**src/rtl/rs_pkg.sv**
```systemverilog
// Shared widths, entry field offsets, wake-bus type and operand wakeup helper
// for the 2-entry simple reservation station.
package rs_pkg;
    localparam int ENTRY_W = 114;
    localparam int DATA_W  = 32;
    localparam int TAG_W   = 4;

    localparam int S1_VALID   = 5;
    localparam int S1_LSB     = 6;
    localparam int S2_VALID   = 38;
    localparam int S2_LSB     = 39;
    localparam int REGWRITE   = 71;
    localparam int ALUOP_LSB  = 76;
    localparam int S1_TAG_LSB = 81;
    localparam int S2_TAG_LSB = 85;

    typedef logic [ENTRY_W-1:0] entry_t;
    typedef logic [TAG_W-1:0]   tag_t;
    typedef logic [DATA_W-1:0]  data_t;

    typedef struct packed {
        logic  valid;
        tag_t  tag;
        data_t data;
    } wake_bus_t;

    // Fill any not-yet-ready operand from a matching bus; bus 0 has priority.
    function automatic entry_t wake_entry(entry_t e, wake_bus_t b0, wake_bus_t b1);
        entry_t r;
        r = e;
        if (!e[S1_VALID]) begin
            if (b0.valid && (b0.tag == e[S1_TAG_LSB +: TAG_W])) begin
                r[S1_LSB +: DATA_W] = b0.data;
                r[S1_VALID]         = 1'b1;
            end else if (b1.valid && (b1.tag == e[S1_TAG_LSB +: TAG_W])) begin
                r[S1_LSB +: DATA_W] = b1.data;
                r[S1_VALID]         = 1'b1;
            end
        end
        if (!e[S2_VALID]) begin
            if (b0.valid && (b0.tag == e[S2_TAG_LSB +: TAG_W])) begin
                r[S2_LSB +: DATA_W] = b0.data;
                r[S2_VALID]         = 1'b1;
            end else if (b1.valid && (b1.tag == e[S2_TAG_LSB +: TAG_W])) begin
                r[S2_LSB +: DATA_W] = b1.data;
                r[S2_VALID]         = 1'b1;
            end
        end
        return r;
    endfunction
endpackage

```
**src/rtl/rs_simple_if.sv**
```systemverilog
// Dispatch, wakeup, issue and slot-output signals between the reservation
// station (slave) and its dispatch/executor neighbours (master).
interface rs_simple_if;
    import rs_pkg::*;

    logic   flush;
    logic   dispatch_valid;
    entry_t dispatch_inst;
    tag_t   dispatch_rob_num;
    logic   rs_full;
    logic   wb0_valid;
    tag_t   wb0_tag;
    data_t  wb0_data;
    logic   wb1_valid;
    tag_t   wb1_tag;
    data_t  wb1_data;
    logic   simple_0_issue;
    logic   simple_1_issue;
    entry_t rs_simple_0;
    entry_t rs_simple_1;
    tag_t   rs_simple_0_entry_num;
    tag_t   rs_simple_1_entry_num;
    logic   selector;

    modport master (
        output flush, dispatch_valid, dispatch_inst, dispatch_rob_num,
        output wb0_valid, wb0_tag, wb0_data, wb1_valid, wb1_tag, wb1_data,
        output simple_0_issue, simple_1_issue,
        input  rs_full, rs_simple_0, rs_simple_1,
        input  rs_simple_0_entry_num, rs_simple_1_entry_num, selector
    );

    modport slave (
        input  flush, dispatch_valid, dispatch_inst, dispatch_rob_num,
        input  wb0_valid, wb0_tag, wb0_data, wb1_valid, wb1_tag, wb1_data,
        input  simple_0_issue, simple_1_issue,
        output rs_full, rs_simple_0, rs_simple_1,
        output rs_simple_0_entry_num, rs_simple_1_entry_num, selector
    );
endinterface

```
**src/rtl/rs_entry.sv**
```systemverilog
// One reservation-station slot: valid bit, payload, ROB number and two-bus wakeup.
// Macro RS_SIMPLE_BYPASS_EN makes the output show same-cycle wakeups.
module rs_entry
    import rs_pkg::*;
(
    input  logic      clk,
    input  logic      rst,
    input  logic      flush,
    input  logic      load,
    input  entry_t    load_inst,
    input  tag_t      load_rob,
    input  logic      issue,
    input  wake_bus_t wb0,
    input  wake_bus_t wb1,
    output logic      valid,
    output entry_t    entry,
    output tag_t      entry_num
);
    logic   valid_reg, valid_next;
    entry_t payload_reg, payload_next;
    tag_t   rob_reg, rob_next;
    entry_t woken;

    assign woken = wake_entry(payload_reg, wb0, wb1);

    always_comb begin
        valid_next   = valid_reg;
        payload_next = payload_reg;
        rob_next     = rob_reg;
        if (load) begin
            valid_next   = 1'b1;
            payload_next = wake_entry(load_inst, wb0, wb1);
            rob_next     = load_rob;
        end else if (valid_reg) begin
            if (issue) begin
                valid_next   = 1'b0;
                payload_next = '0;
                rob_next     = '0;
            end else begin
                payload_next = woken;
            end
        end
    end

    always_ff @(posedge clk) begin
        if (rst || flush) begin
            valid_reg   <= 1'b0;
            payload_reg <= '0;
            rob_reg     <= '0;
        end else begin
            valid_reg   <= valid_next;
            payload_reg <= payload_next;
            rob_reg     <= rob_next;
        end
    end

    assign valid     = valid_reg;
    assign entry_num = valid_reg ? rob_reg : '0;
`ifdef RS_SIMPLE_BYPASS_EN
    assign entry = valid_reg ? woken : '0;
`else
    assign entry = valid_reg ? payload_reg : '0;
`endif
endmodule

```
**src/rtl/rs_simple.sv**
```systemverilog
// 2-entry reservation station for the simple FU: allocation, age selector, full, flush.
// Optional macro RS_SIMPLE_BYPASS_EN enables same-cycle wakeup on the slot outputs.
module rs_simple
    import rs_pkg::*;
(
    input  logic        clk,
    input  logic        rst,
    rs_simple_if.slave  bus
);
    logic [1:0] slot_valid;
    logic [1:0] slot_load;
    logic [1:0] slot_issue;
    entry_t     slot_entry [2];
    tag_t       slot_num   [2];
    wake_bus_t  wb0, wb1;
    logic       accept;
    logic       selector_reg, selector_next;

    assign wb0 = '{valid: bus.wb0_valid, tag: bus.wb0_tag, data: bus.wb0_data};
    assign wb1 = '{valid: bus.wb1_valid, tag: bus.wb1_tag, data: bus.wb1_data};

    assign bus.rs_full = &slot_valid;
    assign accept      = bus.dispatch_valid && !(&slot_valid);
    // Slot 0 is preferred; slot 1 only when slot 0 is already occupied.
    assign slot_load[0] = accept && !slot_valid[0];
    assign slot_load[1] = accept &&  slot_valid[0];
    assign slot_issue   = {bus.simple_1_issue, bus.simple_0_issue};

    generate
        for (genvar gi = 0; gi < 2; gi++) begin : g_slot
            rs_entry u_entry (
                .clk       (clk),
                .rst       (rst),
                .flush     (bus.flush),
                .load      (slot_load[gi]),
                .load_inst (bus.dispatch_inst),
                .load_rob  (bus.dispatch_rob_num),
                .issue     (slot_issue[gi]),
                .wb0       (wb0),
                .wb1       (wb1),
                .valid     (slot_valid[gi]),
                .entry     (slot_entry[gi]),
                .entry_num (slot_num[gi])
            );
        end
    endgenerate

    always_comb begin
        selector_next = selector_reg;
        if (accept) begin
            selector_next = slot_load[1];
        end else if (slot_issue[0] && slot_valid[0] && slot_valid[1] && !slot_issue[1]) begin
            selector_next = 1'b1;
        end else if (slot_issue[1] && slot_valid[1] && slot_valid[0] && !slot_issue[0]) begin
            selector_next = 1'b0;
        end
    end

    always_ff @(posedge clk) begin
        if (rst || bus.flush) begin
            selector_reg <= 1'b0;
        end else begin
            selector_reg <= selector_next;
        end
    end

    assign bus.selector              = selector_reg;
    assign bus.rs_simple_0           = slot_entry[0];
    assign bus.rs_simple_1           = slot_entry[1];
    assign bus.rs_simple_0_entry_num = slot_num[0];
    assign bus.rs_simple_1_entry_num = slot_num[1];
endmodule
```
**src/flat_wrapper.sv**
```systemverilog
// flat-port wrapper written by rule: the top's interface ports become plain ports
module rs_simple_flat import rs_pkg::*;
  (clk, rst, bus_flush, bus_dispatch_valid, bus_dispatch_inst, bus_dispatch_rob_num, bus_wb0_valid, bus_wb0_tag, bus_wb0_data, bus_wb1_valid, bus_wb1_tag, bus_wb1_data, bus_simple_0_issue, bus_simple_1_issue, bus_rs_full, bus_rs_simple_0, bus_rs_simple_1, bus_rs_simple_0_entry_num, bus_rs_simple_1_entry_num, bus_selector);
  rs_simple_if bus_i ();
  input  logic clk;
  input  logic rst;
  input wire logic [$bits(bus_i.flush)-1:0] bus_flush;
  input wire logic [$bits(bus_i.dispatch_valid)-1:0] bus_dispatch_valid;
  input wire logic [$bits(bus_i.dispatch_inst)-1:0] bus_dispatch_inst;
  input wire logic [$bits(bus_i.dispatch_rob_num)-1:0] bus_dispatch_rob_num;
  input wire logic [$bits(bus_i.wb0_valid)-1:0] bus_wb0_valid;
  input wire logic [$bits(bus_i.wb0_tag)-1:0] bus_wb0_tag;
  input wire logic [$bits(bus_i.wb0_data)-1:0] bus_wb0_data;
  input wire logic [$bits(bus_i.wb1_valid)-1:0] bus_wb1_valid;
  input wire logic [$bits(bus_i.wb1_tag)-1:0] bus_wb1_tag;
  input wire logic [$bits(bus_i.wb1_data)-1:0] bus_wb1_data;
  input wire logic [$bits(bus_i.simple_0_issue)-1:0] bus_simple_0_issue;
  input wire logic [$bits(bus_i.simple_1_issue)-1:0] bus_simple_1_issue;
  output wire logic [$bits(bus_i.rs_full)-1:0] bus_rs_full;
  output wire logic [$bits(bus_i.rs_simple_0)-1:0] bus_rs_simple_0;
  output wire logic [$bits(bus_i.rs_simple_1)-1:0] bus_rs_simple_1;
  output wire logic [$bits(bus_i.rs_simple_0_entry_num)-1:0] bus_rs_simple_0_entry_num;
  output wire logic [$bits(bus_i.rs_simple_1_entry_num)-1:0] bus_rs_simple_1_entry_num;
  output wire logic [$bits(bus_i.selector)-1:0] bus_selector;
  assign bus_i.flush = bus_flush;
  assign bus_i.dispatch_valid = bus_dispatch_valid;
  assign bus_i.dispatch_inst = bus_dispatch_inst;
  assign bus_i.dispatch_rob_num = bus_dispatch_rob_num;
  assign bus_i.wb0_valid = bus_wb0_valid;
  assign bus_i.wb0_tag = bus_wb0_tag;
  assign bus_i.wb0_data = bus_wb0_data;
  assign bus_i.wb1_valid = bus_wb1_valid;
  assign bus_i.wb1_tag = bus_wb1_tag;
  assign bus_i.wb1_data = bus_wb1_data;
  assign bus_i.simple_0_issue = bus_simple_0_issue;
  assign bus_i.simple_1_issue = bus_simple_1_issue;
  assign bus_rs_full = bus_i.rs_full;
  assign bus_rs_simple_0 = bus_i.rs_simple_0;
  assign bus_rs_simple_1 = bus_i.rs_simple_1;
  assign bus_rs_simple_0_entry_num = bus_i.rs_simple_0_entry_num;
  assign bus_rs_simple_1_entry_num = bus_i.rs_simple_1_entry_num;
  assign bus_selector = bus_i.selector;
  rs_simple u_core (.clk(clk), .rst(rst), .bus(bus_i));
endmodule
```
**config.mk**
```make
export PLATFORM = sky130hd
export DESIGN_NAME = rs_simple_flat
export DESIGN_NICKNAME = d
export VERILOG_FILES = /design/src/rtl/rs_pkg.sv /design/src/rtl/rs_simple_if.sv /design/src/rtl/rs_entry.sv /design/src/rtl/rs_simple.sv /design/src/flat_wrapper.sv
export SDC_FILE = /design/constraint.sdc
export NUM_CORES = 1
export LEC_CHECK = 0
export CORE_MARGIN = 2
export CORE_UTILIZATION = 45
export CTS_BUF_LIST = sky130_fd_sc_hd__clkbuf_4
export CTS_CLUSTER_SIZE = 30
export DETAILED_ROUTE_END_ITERATION = 7
export PLACE_DENSITY = 0.88
export SYNTH_ARGS = -nofsm -noshare
export SYNTH_HDL_FRONTEND = slang
export SYNTH_SLANG_ARGS = --single-unit
```
**constraint.sdc**
```tcl
create_clock -name clk -period 3.3 [get_ports clk]
set_input_delay 0.33 -clock clk [delete_from_list [all_inputs] [get_ports clk]]
set_output_delay 0.33 -clock clk [all_outputs]
set_load 0.01 [all_outputs]
```
; ---- Yosys cells after proc, flatten, opt, wreduce, memory -nomap -nowiden
; Index checks and enable logic that the tools add are counted.
[word_totals]
elab_cells = 114
out_inout_bits = 238
in_bits = 198
register_bits = 239
[classes]
eq_ne = 16
n_mux = 43
reduce_logical = 42
[ops]
columns = cell, count
row1 = 2-to-1 mux 114 bit, 8
row2 = 2-to-1 mux 33 bit, 18
row3 = equality test 4 bit, 12
row4 = 2-to-1 mux 4 bit, 8
row5 = logical AND 1 bit, 21
row6 = nonzero test 4 bit, 4
row7 = != test 3 bit (second input constant), 4
row8 = AND reduction 3 bit, 4
row9 = 2-to-1 mux 1 bit, 9
row10 = nonzero test 2 bit, 4
row11 = AND reduction 2 bit, 3
row12 = zero test 1 bit, 4
row13 = nonzero test 3 bit, 1
row14 = logical OR 1 bit, 1

; ---- Longest topological paths before layout
; Gate-level depths: netlist (run 1).
[depth]
word_depth = 8
depth_mapped = 9
depth_no_buf = 6

; ---- By module
; Synthesis (run 1) repeated with hierarchy kept, for this count alone.
[hier_totals]
cells_unflattened = 1781
area_unflattened_um2 = 14930.6
[by_module_without_submodules]
columns = mod, area_each_um2, cells_each, instances
row1 = rs_entry, 7418.4, 886, 2
row2 = rs_simple, 93.8, 9, 1

; ---- Worst setup path after synthesis (run 1)
; OpenSTA, ideal clock, no wires.
[synth_timing]
path_kind = input port to flip-flop
startpoint = input port bus_wb1_tag[3]
endpoint = register u_core.g_slot[0].u_entry.payload_reg[21]
path_buffers = 2
slack_ns = 1.295
required_ns = 3.166
setup_time_ns = 0.134
arrival_ns = 1.871
cell_stages = 8
path_cell_list = buf_2 inv_1 o221ai_1 or4_4 o211a_2 buf_6 a311oi_2 o22ai_1
[synth_between]
elab_chain_len = 6
elab_cells_between_ends = 10
[synth_lines]
columns = item, line
row1 = start: declaration, flat_wrapper.sv:15  ; input wire logic [$bits(bus_i.wb1_tag)-1:0] bus_wb1_tag;
row2 = equality test 4 bit, rs_pkg.sv:35  ; end else if (b1.valid && (b1.tag == e[S1_TAG_LSB +: TAG_W])) begin
row3 = logical AND 1 bit, rs_pkg.sv:35
row4 = 2-to-1 mux 33 bit, rs_pkg.sv:35
row5 = 2-to-1 mux 33 bit, rs_pkg.sv:32  ; if (b0.valid && (b0.tag == e[S1_TAG_LSB +: TAG_W])) begin
row6 = 2-to-1 mux 33 bit, rs_pkg.sv:31  ; if (!e[S1_VALID]) begin
row7 = 2-to-1 mux 114 bit, rs_entry.sv:30  ; if (load) begin
row8 = end signal: assignment, rs_entry.sv:52  ; payload_reg <= payload_next;
row9 = end: declaration, rs_entry.sv:20  ; entry_t payload_reg, payload_next;
; Several ways; a longest one is shown, not always the timed one.
; A chain may end at the register's enable or synchronous reset.

; ---- Worst setup path after layout (run 1)
[layout_timing]
startpoint = register u_core.g_slot[1].u_entry.valid_reg
endpoint = output port bus_rs_simple_1[70]
[layout_between]
elab_chain_len = 1
[layout_lines]
columns = item, line
row1 = start: declaration, rs_entry.sv:19  ; logic valid_reg, valid_next;
row2 = start signal: assignment, rs_entry.sv:51  ; valid_reg <= valid_next;
row3 = 2-to-1 mux 114 bit, rs_entry.sv:62  ; assign entry = valid_reg ? payload_reg : '0;
row4 = end: declaration, flat_wrapper.sv:21  ; output wire logic [$bits(bus_i.rs_simple_1)-1:0] bus_rs_simple_1;
; No other way between the ends.

==> impl_metrics.toml, run 1 <==
[timing]
fin_crit_sh_pct = 92.9
setup_viol = 0
clock.fmax_mhz = 326
fin_skew_ns = 0.0516
rsz0062_at_grt = "no"
worst_pin_slew_ns = 1.14
fin_crit_ns = 3.07
tns_ns = 0
slew_violations = 0
max_slew_margin_pct = 23.8
hold_viol_final = 0

[layout]
final_cell_mix = "clkdlybuf4s50_1 (434), and2_1 (237), dfxtp_1 (237)"
drive_above_1_share_pct = 10.5
final_common_cell = "clkdlybuf4s50_1"
largest_reg_flops = 228
utilization_pct = 64.5
area_growth_pct = 40.2
stdcell_area_sq_um = 19300
nFillCells = 2372
nets = 2207

[routing]
drt_iter0_markers = 1902
drc = 0
drtPass1Iterations = 6
ant_nets = 0
via_count = 15900
via_per_inst = 6.48
routedWlPerCell_microns = 24.1
routed_wl_mm = 59.1

[clock_network]
ctsResizeCount = 1
cts_tree = "yes"
post-cts-setup-buffer-count = 0
path_clk_slew_ns = 0.07
numCtsBuffers = 67
clk_latency_ns = 0.67
cts_max_path_buffers = 3
root_buffer = "clkbuf_4"
cts.sinks = 239
hold_buffers = 0
htreeDepth = 3

[setup_path]
crit_buf_inv = 2
max_stage_delay_ns = 0.61
arrival_ns = 2.74
cp_max_fo = 95
cp-start-kind = "flip-flop"
crit_chain = "buf_6 -> and2_1 -> clkdlybuf4s50_1"
slowest_stage = "clkdlybuf4s50_1"
critical_path_class = "flip-flop to primary output"
cp.required_ns = 2.97
cp_top_family = "buffers and inverters"
worst_setup_path_end_kind = "primary output"

[synthesis]
ys_ff_latch = 239
synth_edf_count = 0
ys_warn_count = 0
async_reset_ff_share_pct = 0
yosysTopAreaCell = "dfxtp_1"
syn_inst = 1644
synth_area_sq_um = 13700
synth_nets = 1842
synth_top_area_share_pct = 34.8
synthTopCellsByArea = "dfxtp_1 (35%), and2_1 (11%), a22oi_1 (7.4%), a221oi_1 (6.3%), o21ai_0 (3.8%)"
ys_seq_area_share_pct = 34.8
avgSynthCellArea_sq_um = 8.35
synthFlopType = "dfxtp_1"
ys_types = 65

[floorplanning]
die_area_sq_um = 31900
pin_count = 436
die_w_microns = 179
fp-row-count = 63
core_area_sq_um = 29900
initial_core_util_pct = 46.0
die_h_microns = 179

[worst_hold_path]
hp-class = "input pin to flip-flop"

[place]
dp_hpwl_mm = 37.9
post_dp_cell_area_sq_um = 18400
portBuffers = 435
place_congestion = 0.943

[grt]
grt_pass1_wl_mm = 88.8
grt_max_degree = 96
antenna_found_initial = 5
overflow = 0
globalRouteTotalUtil_pct = 35.5
grt_pass1_vias = 16000

[status]
outcome = "completed"

[power_and_ir_drop]
p_leak_nw = 6.78
irDropWorstVdd_mv = 0.298
powerDensity_nw_per_um2 = 370

[flow_run]
maxCapViolCount = 0
[cell families after synthesis]
logic type,after synthesis,synth area share [%]
mux,1,0.0820
compound gates,597,33.3
simple gates,515,21.4
xor+xnor,44,2.81
buf+inv,248,7.58
flops,239,34.8
[cells in the mapped netlist (all sizes together) (2+ instances only)]
master	instances
and2	239
dfxtp	239
a22oi	136
a221oi	129
nor2	123
clkbuf	121
o21ai	104
inv	71
a211oi	60
buf	56
nand2b	40
o31ai	35
o22ai	33
a22o	32
a31oi	32
nor3b	32
and3	28
xnor2	23
xor2	21
nand3	18
nand2	14
a21oi	12
nor3	8
a311oi	6
or2	3
a21o	2
nor2b	2
nor4	2
o211a	2
o211ai	2
[worst register-to-register path, stage by stage, from the launching register on]
cell	delay (ns)
dfxtp_4	0.59
and3b_4	0.28
nor3_1	0.22
and3_1	0.20
a32o_2	0.85
a221oi_1	0.26
a221oi_1	0.30
[report_power, final]
group	leakage, nW	switching (mW)	internal, mW
logic	4.32	0.671	0.509
registers	1.94	0.0573	2.97
clock network	0.522	1.35	1.57
total	6.78	2.08	5.05
[routing by layer]
layer	global-route usage, %	up-vias	share of wire (%)
met5	0	-	0.029
met4	22.3	2	5.6
met3	12.3	311	13
met2	56.4	1332	46
met1	40.8	7391	36
li1	-	6844	-
[layout make-up]
| cell class | count | area, sq um | share of cell area (%) |
|---|---|---|---|
| Sequential cell | 239 | 4790 | 24.9 |
| Clock inverter | 18 | 153 | 0.793 |
| Multi-Input combinational cell | 1157 | 8070 | 41.9 |
| Clock buffer | 96 | 721 | 3.74 |
| Tap cell | 390 | 488 | 2.53 |
| Timing Repair Buffer | 473 | 4750 | 24.7 |
| Antenna cell | 6 | 15.0 | 0.0780 |
| Inverter | 71 | 267 | 1.38 |
[worst paths after layout]
check	start	to	slack [ns]	depth (start not counted)
worst max-delay path	u_core.g_slot[1].u_entry.valid	bus_rs_simple_1[70]	0.23	3
worst min-delay path	bus_dispatch_inst[74]	u_core.g_slot[0].u_entry.payload_reg[74]	0.32	3
worst max register to register	u_core.g_slot[1].u_entry.valid	u_core.g_slot[1].u_entry.payload_reg[35]	0.50	6
worst min register to register	u_core.g_slot[1].u_entry.payload_reg[45]	u_core.g_slot[1].u_entry.payload_reg[45]	0.46	2
[stage by stage]
step	worst slack (ns)	hold slack, ns	cells	power (mW)
2_1_floorplan	1.30	0.437	1644	3.65
3_3_place_gp	0.386	0.443	2330	4.20
3_5_place_dp	0.199	0.448	2330	4.23
4_1_cts	0.193	0.273	2444	7.10
5_1_grt	0.0899	0.318	2447	7.35
6_report	0.234	0.318	2450	7.13
Note: power is estimated with default switching activity, not from simulation.
==> inputs of run 2 (changes only) <==
==> constraint.sdc (replaced) <==
create_clock -name clk -period 3.3 [get_ports clk]
set_input_delay 0.66 -clock clk [delete_from_list [all_inputs] [get_ports clk]]
set_output_delay 0.66 -clock clk [all_outputs]
set_load 0.01 [all_outputs]
==> run 2 against run 1 <==
  * Clock-buffer cell count up 10
  * Non-clock buffer count is 16 higher
  * Global-route usage down 0.12 points
==> impl_metrics.toml, run 2 (synthesized netlist as in run 1, its figures left out) <==
[power_and_ir_drop]
swShare_pct = 29.9
irDropWorstVdd_mv = 0.282
clkPwrFrac_pct = 40.1
p_comb_share_pct = 17.0
powerDensity_nw_per_um2 = 363
power_frac_seq_pct = 43.0
p_int_mw = 4.96
p_leak_nw = 6.90
power.switching_mw = 2.12

[grt]
grt_pass1_vias = 16100
globalRouteTotalUtil_pct = 35.4
grt_max_degree = 87
grt_pass1_wl_mm = 88.3
antenna_found_initial = 2
overflow = 0

[setup_path]
r2r-end = "u_core.g_slot[0].u_entry.payload_reg[13]"
rrSetupSlack_ns = 0.62
rr_startpoint = "u_core.g_slot[0].u_entry.valid"
worst_setup_path_end_kind = "primary output"
cp-start-kind = "flip-flop"
critical_path_class = "flip-flop to primary output"
reg2regPathDepth = 6
arrival_ns = 2.49
cp_max_fo = 39
cp.required_ns = 2.64

[clock_network]
cts_max_path_buffers = 3
clk_latency_ns = 0.70
htreeDepth = 3
cts.sinks = 239
cts_tree = "yes"
path_clk_slew_ns = 0.07
root_buffer = "clkbuf_4"
numCtsBuffers = 69
post-cts-setup-buffer-count = 0

[flow_run]
maxCapViolCount = 0

[routing]
via_per_inst = 6.49
via_count = 16000
ant_nets = 0
drc = 0
routedWlPerCell_microns = 24.1
drtPass1Iterations = 6
routed_wl_mm = 59.4
drt_iter0_markers = 1871

[timing]
slew_violations = 0
fin_crit_sh_pct = 95.4
max_slew_margin_pct = 17.4
rsz0062_at_grt = "no"
clock.fmax_mhz = 318
worst_pin_slew_ns = 1.24
fin_crit_ns = 3.15
fin_skew_ns = 0.0597
holdWs_ns = 0.457
setup_viol = 0
hold_viol_final = 0

[layout]
final_common_cell = "clkdlybuf4s50_1"
area_growth_pct = 42.0
stdcell_area_sq_um = 19500
final_cell_mix = "clkdlybuf4s50_1 (434), and2_1 (237), dfxtp_1 (237)"
nFillCells = 2385
largest_reg_flops = 228
nets = 2225
drive_above_1_share_pct = 11.6

[floorplanning]
die_w_microns = 179
core_area_sq_um = 29900
fp-row-count = 63
pin_count = 436
die_area_sq_um = 31900
die_h_microns = 179
initial_core_util_pct = 46.0

[worst_hold_path]
worstHoldPathCells = 2
min_to = "u_core.g_slot[1].u_entry.payload_reg[69]"
hp-start = "u_core.g_slot[1].u_entry.payload_reg[69]"
hp-class = "flip-flop to flip-flop"

[status]
outcome = "completed"

[place]
post_dp_cell_area_sq_um = 18600
place_congestion = 0.926
dp_hpwl_mm = 39.0
portBuffers = 435
## run 2: cell count changes in the layout (fill, tap and decap cells not counted), sizes merged
cell	change
diode	-4
buf	+16
clkinvlp	+2
inv	+2
clkinv	-5
bufinv	-3
clkbuf	+10
## run 2: how the worst max path moves through the flow
stage,from,to,slack [ns],cells after the start
final,u_core.g_slot[0].u_entry.valid,bus_rs_simple_0[6],0.15,3
after global routing,u_core.g_slot[1].u_entry.valid,bus_rs_simple_1[6],0.05,3
after CTS,u_core.g_slot[0].u_entry.valid,bus_rs_simple_0[6],0.01,3
after detailed placement,bus_wb0_tag[0],u_core.g_slot[0].u_entry.payload_reg[56],-0.02,7
after global placement,bus_wb0_tag[0],u_core.g_slot[0].u_entry.payload_reg[55],0.03,7
after floorplan,bus_wb1_tag[3],u_core.g_slot[0].u_entry.payload_reg[21],0.97,8
## run 2: per-stage QoR
stage | worst slack, ns | power, mW | setup TNS [ns] | utilization [%] | std cells
2_1_floorplan | 0.965 | 3.65 | 0 | - | 1644
3_3_place_gp | 0.0312 | 4.23 | 0 | 62.3 | 2346
3_5_place_dp | -0.0229 | 4.26 | -0.0229 | 62.3 | 2346
4_1_cts | 0.0133 | 7.06 | 0 | 65.2 | 2466
5_1_grt | 0.0500 | 7.33 | 0 | 65.3 | 2467
6_report | 0.150 | 7.08 | 0 | 65.3 | 2468
## run 2: timing repair
action,in CTS,in global routing
gates resized for setup,0,2
hold buffers,0,0
endpoints found under the setup margin,0,2
## run 2: metal layers
layer / up-vias / routed length (microns) / share of wire [%] / track usage (%)
met2: 1289 / 27600 / 46 / 57.7
met5: - / 0 / 0 / 0
li1: 6872 / - / - / -
met4: 0 / 3350 / 5.6 / 21.6
met1: 7524 / 21100 / 35 / 40.4
met3: 331 / 7460 / 13 / 11.3
## run 2: worst max-delay path, stage by stage (launching register included)
cell,delay (ns)
dfxtp_4,0.64
buf_6,0.34
and2_1,0.26
clkdlybuf4s50_1,0.56
## run 2: cell type report
class | count | area [sq um] | share of cell area (%)
inverters | 71 | 267 | 1.37
multi-input cells | 1157 | 8070 | 41.4
diodes | 2 | 5.00 | 0.0257
well taps | 390 | 488 | 2.50
flip-flops and latches | 239 | 4790 | 24.6
clock buffers | 106 | 796 | 4.08
clock inverters | 14 | 67.6 | 0.347
repair buffers | 489 | 5010 | 25.7
## run 2: power groups by stage
stage / Sequential, mW / Combinational (mW) / Clock [mW]
6_report: 3.04 / 1.20 / 2.84
5_1_grt: 3.04 / 1.26 / 3.03
4_1_cts: 3.04 / 1.17 / 2.86
3_5_place_dp: 3.10 / 1.16 / 0
3_3_place_gp: 3.10 / 1.14 / 0
2_1_floorplan: 3.07 / 0.582 / 0
==> inputs of run 3 (changes only) <==
--- a/config.mk
+++ b/config.mk
@@ -10,6 +10,7 @@
 export CTS_BUF_LIST = sky130_fd_sc_hd__clkbuf_4
 export CTS_CLUSTER_SIZE = 30
 export DETAILED_ROUTE_END_ITERATION = 7
+export MAX_ROUTING_LAYER = met4
 export PLACE_DENSITY = 0.88
 export SYNTH_ARGS = -nofsm -noshare
 export SYNTH_HDL_FRONTEND = slang
==> run 3 against run 2 <==
  * Global-route usage grew 1.3 points
  * Total power shrank 2.5%
  * Sequential power is essentially flat
  * Cell count shrank 0.57%
  * Non-clock buffer count shrank 1
  * Combinational power is essentially flat
  * Register-to-register slack gained 0.02 ns
  * Clock skew is essentially flat
  * Setup slack gained 0.071 ns
  * Largest power group unchanged
  * Highest routed layer unchanged
==> impl_metrics.toml, run 3 (synthesized netlist as in run 1, its figures left out) <==
[clock_network]
htreeDepth = 3
numCtsBuffers = 68
hold_buffers = 0
path_clk_slew_ns = 0.06
cts_tree = "yes"
root_buffer = "clkbuf_4"
clk_latency_ns = 0.67
cts_max_path_buffers = 3
cts.sinks = 239

[setup_path]
cp-start-kind = "flip-flop"
cp_max_fo = 43
critical_path_class = "flip-flop to primary output"
arrival_ns = 2.42
worst_setup_path_end_kind = "primary output"
cp.required_ns = 2.64

[grt]
grt_pass1_vias = 16100
globalRouteTotalUtil_pct = 36.7
grt_max_degree = 132
grt_pass1_wl_mm = 88.9
antenna_found_initial = 2
overflow = 0

[power_and_ir_drop]
irDropWorstVdd_mv = 0.288
powerDensity_nw_per_um2 = 355
power_mw = 6.90
p_leak_nw = 6.83

[timing]
hold_viol_final = 0
holdWs_ns = 0.458
clock.fmax_mhz = 325
setup_viol = 0
fin_crit_ns = 3.08
slew_violations = 0
fin_skew_ns = 0.0597
fin_crit_sh_pct = 93.3
rsz0062_at_grt = "no"
setup_ws_ns = 0.221
worst_pin_slew_ns = 1.14
max_slew_margin_pct = 23.7

[floorplanning]
fp-row-count = 63
die_w_microns = 179
pin_count = 436
core_area_sq_um = 29900
die_h_microns = 179
die_area_sq_um = 31900
initial_core_util_pct = 46.0

[routing]
routedWlPerCell_microns = 24.1
drc = 0
via_count = 15900
drtPass1Iterations = 8
drt_iter0_markers = 1725
ant_nets = 0
via_per_inst = 6.48
routed_wl_mm = 59.2

[place]
dp_slack_ns = -0.0191
post_dp_cell_area_sq_um = 18600
dp_hpwl_mm = 39.1
portBuffers = 435
place_congestion = 0.935

[worst_hold_path]
hp-class = "flip-flop to flip-flop"

[layout]
stdcell_area_sq_um = 19400
nets = 2223
final_cell_mix = "clkdlybuf4s50_1 (434), and2_1 (237), dfxtp_1 (237)"
nFillCells = 2402
largest_reg_flops = 228
drive_above_1_share_pct = 10.8
final_common_cell = "clkdlybuf4s50_1"
area_growth_pct = 41.4

[status]
outcome = "completed"

[flow_run]
maxCapViolCount = 0
run 3: cell count changes in the layout (fill, tap and decap cells not counted):
| cell | change |
|---|---|
| buf_12 | +2 |
| clkinv_1 | +2 |
| clkinvlp_4 | +1 |
| clkbuf_4 | -17 |
| clkinv_4 | -1 |
| diode_2 | +1 |
| buf_4 | -3 |
| bufinv_16 | +1 |
run 3: path summary, 6_finish.rpt:
path,end,slack [ns],from,cells after the start
max,bus_rs_simple_0[6],0.22,u_core.g_slot[0].u_entry.valid,3
max reg2reg,u_core.g_slot[0].u_entry.payload_reg[22],0.64,u_core.g_slot[0].u_entry.valid,8
min,u_core.g_slot[1].u_entry.payload_reg[47],0.46,u_core.g_slot[1].u_entry.payload_reg[47],2
min reg2reg,u_core.g_slot[1].u_entry.payload_reg[47],0.46,u_core.g_slot[1].u_entry.payload_reg[47],2
run 3: where the power goes:
group / total, mW / switching (mW) / internal [mW]
Combinational: 1.20 / 0.674 / 0.529
Sequential: 3.04 / 0.0652 / 2.97
Clock: 2.66 / 1.33 / 1.33
run 3: layout make-up:
| class | count | area [sq um] | area share (%) |
|---|---|---|---|
| clock inverters | 17 | 104 | 0.535 |
| clock buffers | 89 | 668 | 3.44 |
| inverters | 71 | 267 | 1.37 |
| well taps | 390 | 488 | 2.51 |
| multi-input cells | 1157 | 8070 | 41.5 |
| repair buffers | 488 | 5030 | 25.9 |
| flip-flops and latches | 239 | 4790 | 24.7 |
| diodes | 3 | 7.51 | 0.0386 |
run 3: critical path, stage by stage (launching register included):
cell             delay (ns)
dfxtp_4                0.54
buf_6                  0.35
and2_1                 0.27
clkdlybuf4s50_1        0.56
run 3: stage by stage:
stage | TNS (ns) | cells | util, %
detailed placement | -0.0191 | 2344 | 62.3
floorplan | 0 | 1644 | -
global route | 0 | 2453 | 65.0
global placement | 0 | 2344 | 62.3
finish | 0 | 2454 | 65.0
CTS | 0 | 2450 | 64.9
run 3: what timing repair did:
item / 4_1_cts / 5_1_grt
buffers inserted: 0 / 1
gates resized for setup: 2 / 0
setup endpoints to repair: 11 / 3
endpoints found under the hold margin: 0 / 0
run 3: per-layer routing:
| layer | track usage (%) | part of all wire [%] |
|---|---|---|
| met3 | 11.2 | 13 |
| met4 | 21.5 | 5.7 |
| met5 | - | 0 |
| met1 | 41.5 | 36 |
| met2 | 57.2 | 46 |
